$ cat src/rtl/census_win_seq.sv
// census_win_seq
//   Sequencer for the census/Hamming custom-instruction unit. It takes an
//   11x11 window one row beat at a time and drives the unit through the
//   full operation sequence for that window: a clear, two loads per row,
//   one compare, and then reads of the result words. It assembles the
//   120-bit census code and presents it downstream on a valid/ready
//   handshake.
// Ports
//   iClk, iReset            clock; synchronous active-high reset
//   iEnable                 run windows back to back while high
//   iRowData/iRowValid      one 88-bit window row per beat (pixel k at [8k+7:8k])
//   oRowReady               row beat is accepted when this and iRowValid are high
//   iCenter                 centre pixel, sampled when row 10 is accepted
//   oCode/oCodeValid        census code out, held until iCodeReady
//   iCodeReady              downstream accepts the code
//   oCeA/oCeB/oCeOp         census unit operands and opcode
//   oCeStart/oCeClkEn       census unit start strobe and clock enable
//   iCeRes                  census unit result, sampled at a fixed latency
//   oBusy                   high whenever the sequencer is not IDLE
module census_win_seq #(
    parameter int WIN    = 11,
    parameter int CODE_W = WIN * WIN - 1
) (
    input  logic                iClk,
    input  logic                iReset,
    input  logic                iEnable,
    input  logic [8*WIN-1:0]    iRowData,
    input  logic                iRowValid,
    output logic                oRowReady,
    input  logic [7:0]          iCenter,
    output logic [CODE_W-1:0]   oCode,
    output logic                oCodeValid,
    input  logic                iCodeReady,
    output logic [31:0]         oCeA,
    output logic [31:0]         oCeB,
    output logic [3:0]          oCeOp,
    output logic                oCeStart,
    output logic                oCeClkEn,
    input  logic [31:0]         iCeRes,
    output logic                oBusy
);

    localparam logic [3:0] S_IDLE     = 4'd0;
    localparam logic [3:0] S_CLEAR    = 4'd1;
    localparam logic [3:0] S_ROW_WAIT = 4'd2;
    localparam logic [3:0] S_LOAD3    = 4'd3;
    localparam logic [3:0] S_LOAD8    = 4'd4;
    localparam logic [3:0] S_CMP      = 4'd5;
    localparam logic [3:0] S_RD0      = 4'd6;
    localparam logic [3:0] S_RD1      = 4'd7;
    localparam logic [3:0] S_RD2      = 4'd8;
    localparam logic [3:0] S_RD3      = 4'd9;
    localparam logic [3:0] S_OUT      = 4'd10;

    localparam logic [3:0] LAST_ROW = 4'(WIN - 1);

    logic [3:0]         state_q, state_d;
    logic [3:0]         row_cnt_q, row_cnt_d;
    logic [8*WIN-1:0]   row_q, row_d;
    logic [7:0]         center_q, center_d;
    logic [CODE_W-1:0]  code_q, code_d;
    logic               clk_en_q, clk_en_d;

    logic               ce_start;
    logic [3:0]         ce_op;
    logic [31:0]        ce_a, ce_b;

    always_comb begin
        state_d   = state_q;
        row_cnt_d = row_cnt_q;
        row_d     = row_q;
        center_d  = center_q;
        code_d    = code_q;
        clk_en_d  = 1'b1;
        ce_start  = 1'b0;
        ce_op     = 4'd0;
        ce_a      = 32'd0;
        ce_b      = 32'd0;
        case (state_q)
            S_IDLE: begin
                if (iEnable) state_d = S_CLEAR;
            end
            S_CLEAR: begin
                ce_start  = 1'b1;
                ce_op     = 4'd0;
                row_cnt_d = 4'd0;
                state_d   = S_ROW_WAIT;
            end
            S_ROW_WAIT: begin
                if (iRowValid) begin
                    row_d = iRowData;
                    if (row_cnt_q == LAST_ROW) center_d = iCenter;
                    state_d = S_LOAD3;
                end
            end
            S_LOAD3: begin
                // top three pixels of the row; B tells the unit the row length
                ce_start = 1'b1;
                ce_op    = 4'd1;
                ce_a     = {8'h00, row_q[8*WIN-1:64]};
                ce_b     = 32'(WIN);
                state_d  = S_LOAD3 + 4'd1;
            end
            S_LOAD8: begin
                ce_start = 1'b1;
                ce_op    = 4'd2;
                ce_a     = row_q[31:0];
                ce_b     = row_q[63:32];
                if (row_cnt_q == LAST_ROW) begin
                    state_d = S_CMP;
                end else begin
                    row_cnt_d = row_cnt_q + 4'd1;
                    state_d   = S_ROW_WAIT;
                end
            end
            S_CMP: begin
                ce_start = 1'b1;
                ce_op    = 4'd3;
                ce_a     = {24'd0, center_q};
                state_d  = S_RD0;
            end
            // each read state captures the word produced by the op issued
            // in the previous cycle and issues the next read
            S_RD0: begin
                code_d[31:0] = iCeRes;
                ce_start     = 1'b1;
                ce_op        = 4'd5;
                state_d      = S_RD1;
            end
            S_RD1: begin
                code_d[63:32] = iCeRes;
                ce_start      = 1'b1;
                ce_op         = 4'd6;
                state_d       = S_RD2;
            end
            S_RD2: begin
                code_d[95:64] = iCeRes;
                ce_start      = 1'b1;
                ce_op         = 4'd7;
                state_d       = S_RD3;
            end
            S_RD3: begin
                code_d[CODE_W-1:96] = iCeRes[CODE_W-97:0];
                state_d             = S_OUT;
            end
            S_OUT: begin
                if (iCodeReady) state_d = iEnable ? S_CLEAR : S_IDLE;
            end
            default: state_d = S_IDLE;
        endcase
    end

    always_ff @(posedge iClk) begin
        if (iReset) begin
            state_q   <= S_IDLE;
            row_cnt_q <= 4'd0;
            row_q     <= '0;
            center_q  <= 8'd0;
            code_q    <= '0;
            clk_en_q  <= 1'b0;
        end else begin
            state_q   <= state_d;
            row_cnt_q <= row_cnt_d;
            row_q     <= row_d;
            center_q  <= center_d;
            code_q    <= code_d;
            clk_en_q  <= clk_en_d;
        end
    end

    // Reset masks the handshakes and the op strobe in the cycle it is
    // asserted, so a beat offered alongside reset is never consumed and
    // the unit sees nothing until the next CLEAR.
    assign oRowReady  = (state_q == S_ROW_WAIT) && !iReset;
    assign oCodeValid = (state_q == S_OUT) && !iReset;
    assign oCeStart   = ce_start && !iReset;
    assign oCeOp      = oCeStart ? ce_op : 4'd0;
    assign oCeA       = oCeStart ? ce_a  : 32'd0;
    assign oCeB       = oCeStart ? ce_b  : 32'd0;
    assign oCode      = code_q;
    assign oCeClkEn   = clk_en_q;
    assign oBusy      = (state_q != S_IDLE);

endmodule

$ cat config.mk
export PLATFORM = sky130hd
export DESIGN_NAME = census_win_seq
export DESIGN_NICKNAME = d
export VERILOG_FILES = /design/src/rtl/census_win_seq.sv
export SDC_FILE = /design/constraint.sdc
export NUM_CORES = 1
export LEC_CHECK = 0
export BUFFER_PORTS_ARGS = -buffer_cell sky130_fd_sc_hd__buf_4
export CORE_MARGIN = 3
export CORE_UTILIZATION = 25
export CTS_CLUSTER_SIZE = 20
export DETAILED_ROUTE_END_ITERATION = 10
export HOLD_SLACK_MARGIN = 0.12
export SYNTH_ARGS = -nofsm -noshare
export SYNTH_HDL_FRONTEND = slang
export SYNTH_SLANG_ARGS = --single-unit
$ cat constraint.sdc
create_clock -name iClk -period 2.1 [get_ports iClk]
set_clock_uncertainty 0.2 [all_clocks]
set_input_delay 0.105 -clock iClk [delete_from_list [all_inputs] [get_ports iClk]]
set_output_delay 0.105 -clock iClk [all_outputs]
set_load 0.1 [all_outputs]
==> metrics.cfg <==
[setup_path]
reg2reg_from = state_q[2]$_SDFFE_PP0P_
startpoint_type = flop
cp_max_fo = 30
path_cells = buf_6 -> buf_4 -> nor4b_4 -> buf_12 -> a22oi_1 -> nor2_4 -> buf_12
cp-end-kind = primary output
cp_slowest_cell = dfxtp_2
rr_worst_depth = 7
r2r_end = row_cnt_q[0]$_SDFFE_PP0P_
rrSetupSlack_ns = 0.04
crit_required_ns = 1.79
critPathArrivalTime_ns = 2.17
crit_path_frequent_cell = buf_12
worstSetupPathType = flop to primary output
cp_slowest_stage_delay_ns = 0.34

[detailed_routing]
via_per_inst = 4.673
drc = 0
first_pass_iters = 5
wl_per_cell_um = 18.02
wirelength_mm = 37.12
num_vias = 9626
drtAntennaViolNets = 0
drt-initial-drc-count = 420

[clock_network]
cts.clk_slew.worst_paths_ns = 0.06
cts_root_buf = clkbuf_16
cts_tree = built
cts_buffers = 25
cts_sinks = 225
insertion_delay_ns = 0.52
cts_buffer_depth = 3
cts_max_level = 1

[grt]
antenna_found_initial = 0
grt_pass1_vias = 10010
track_usage_pct = 18.78
grt_overflow = 0
grt_pass1_wl_mm = 57.17
grt_max_degree = 140

[sta]
final_hold_viol_count = 0
relSlewSlack_pct = 44.23
fin_crit_sh_pct = 117.7
slew_violations = 0
fin_ws_ns = -0.3713
rsz0062_at_grt = yes
min_period_ns = 2.471
setup_viol = 68
fmax_mhz = 404.6
worst_pin_slew_ns = 0.8366

[min_path]
hold_depth = 4
hold_class = input port to flop
hold_start = iCenter[4]
min_to = center_q[4]$_SDFFE_PP0P_

[floorplanning]
die_h_um = 193.3
io_pins = 326
die_w_um = 193.3
num_rows = 67
core_area_um2 = 34040
die-area_um2 = 37380
start_util_pct = 25.78

[final_layout]
layout.cells.non_filler = 2060
syn_to_final_growth_pct = 79.12
antenna-diode-count = 0
drive_gt1_share_pct = 32.32
post-route-util_pct = 46.17
layout.nets = 1735

[power_and_ir_drop]
p_per_area_nw_per_um2 = 633.8
power_mw = 9.960
leakage_nw = 6.061
peakVddDrop_mv = 0.5249

[synth]
synth_edf_count = 0
synth_cells = 1136
yosys_warnings = 0
synth_seq_cells = 225
yosysUniqueCellTypes = 39
avgSynthCellArea_um2 = 7.723
async_flop_share_pct = 0
synth_top_flop_cell = dfxtp_1
syn_nets = 1271
yosysSeqAreaShare_pct = 51.34
syn-cell-area_um2 = 8773

[placed_design]
place_inst = 1847
port_buffers = 324
globalplace.congestion = 0.8028
hpwl_mm = 21.40

[flow_run]
max-cap-violations = 0

[outcome]
status = finished with violations
violations = setup timing

[metal layers]
metal / routed length (µm) / GRT usage (%)
met5: 0 / 0
met4: 1693 / 7.447
met3: 2703 / 4.940
met2: 18320 / 33.99
met1: 14410 / 20.99
[placed cells by master, fill, tap and decap left out, types with 2 or more instances in the layout]
cell and n:
nand2_1 421, buf_4 282, dfxtp_1 221, a21oi_1 215, dlygate4sd3_1 134, buf_12 86, and2_4 36, nor2_4 30
clkbuf_16 26, a22oi_1 23, buf_6 18, nor2_1 14, buf_16 9, a22o_1 8, mux2i_1 8, clkbuf_1 7
nor2b_1 4, nand3b_1 4, o21ai_0 4, and3_1 4, clkbuf_8 4, clkinvlp_4 3, nand3_1 3, xor2_1 3
dfxtp_2 3, inv_1 2, nor4b_4 2, and3_4 2, or3_1 2, nand2b_1 2, a21oi_4 2, and3_2 2
a21boi_0 2, ha_1 2
[metrics by stage]
step	setup WS [ns]	area, µm²	hold WS (ns)	TNS, ns
detailed placement	0.08052	12090	0.1456	0
global route	-0.4203	15720	0.1994	-22.05
global placement	0.1037	12090	0.1365	0
floorplan	-0.01322	9089	0.04096	-0.01338
CTS	-0.3660	15620	0.1506	-18.75
finish	-0.3713	15720	0.1891	-17.77
[registers in the layout, indices dropped and copies added, names as in the netlist]
name and cells:
oCeClkEn 1, row_q 88, state_q 4, row_cnt_q 4, oCode 120, center_q 8
[power by group]
group          internal (mW)  switching (mW)  leakage (nW)  total, mW
clock network           2.30            1.73         0.349       4.04
logic                  0.690           0.792          3.89       1.48
registers               4.37          0.0681          1.82       4.44
[how the worst max path moves through the flow]
stage                                  startpoint                      to  slack (ns)
after CTS                 state_q[2]$_SDFFE_PP0P_                oCeOp[2]       -0.37
after detailed placement  state_q[2]$_SDFFE_PP0P_  oCode[84]$_SDFFE_PP0N_        0.08
final                     state_q[1]$_SDFFE_PP0P_                oCeA[14]       -0.37
after global routing      state_q[1]$_SDFFE_PP0P_                oCeB[12]       -0.42
after global placement    state_q[1]$_SDFFE_PP0P_                 oCeA[5]        0.10
after floorplan           state_q[1]$_SDFFE_PP0P_                oCeOp[2]       -0.01
[area by class of cell]
cell class              instances  area [µm²]
clock buffers                  36       706.9
clock inverters                 3       20.02
fillers                      3081       18320
inverters                       3       15.01
multi-input cells             814        4230
flip-flops and latches        225        4512
well taps                     448       560.5
repair buffers                531        5670
[repair_timing]
action	in CTS	in global routing
hold buffers	134	0
endpoints found under the setup margin	69	70
buffers inserted	24	7
cloned	10	0
resized for setup	266	24
pin swaps	34	7
hold endpoints to repair	225	0
[critical path: cells and delay by family (launching register included)]
kind / cells / cell delay (ns)
buffers and inverters: 4 / 0.68
AND/OR/NAND/NOR: 2 / 0.45
flip-flops: 1 / 0.34
AO/OA/AOI/OAI: 1 / 0.15
[kinds of logic (layout without fill, tap and decap cells)]
| family | after synthesis | after routing | synth area share, % |
|---|---|---|---|
| adder cells (fa/ha/maj) | 2 | 2 | 0.2852 |
| buffers and inverters | 97 | 573 | 5.205 |
| AO/OA/AOI/OAI | 261 | 261 | 16.10 |
| flip-flops | 225 | 225 | 51.34 |
| multiplexers | 9 | 9 | 1.041 |
| AND/OR/NAND/NOR | 538 | 538 | 25.68 |
| other | 1 | 1 | 0.04274 |
| XOR/XNOR | 3 | 3 | 0.2995 |
[synth_stat cells, drive strengths merged, types with 4 or more instances]
library cell	n	share of area, %
nand3b	4	0.34
a22oi	24	2.1
nand2	421	18
and2	38	2.7
clkbuf	55	2.4
nor2b	5	0.36
and3	8	0.57
mux2i	8	0.91
dfxtp	225	51
a22o	8	0.80
nand3	5	0.34
a21oi	218	12
buf	39	2.7
o21ai	5	0.29
nor2	45	2.0
Note: power is estimated with default switching activity, not from simulation.
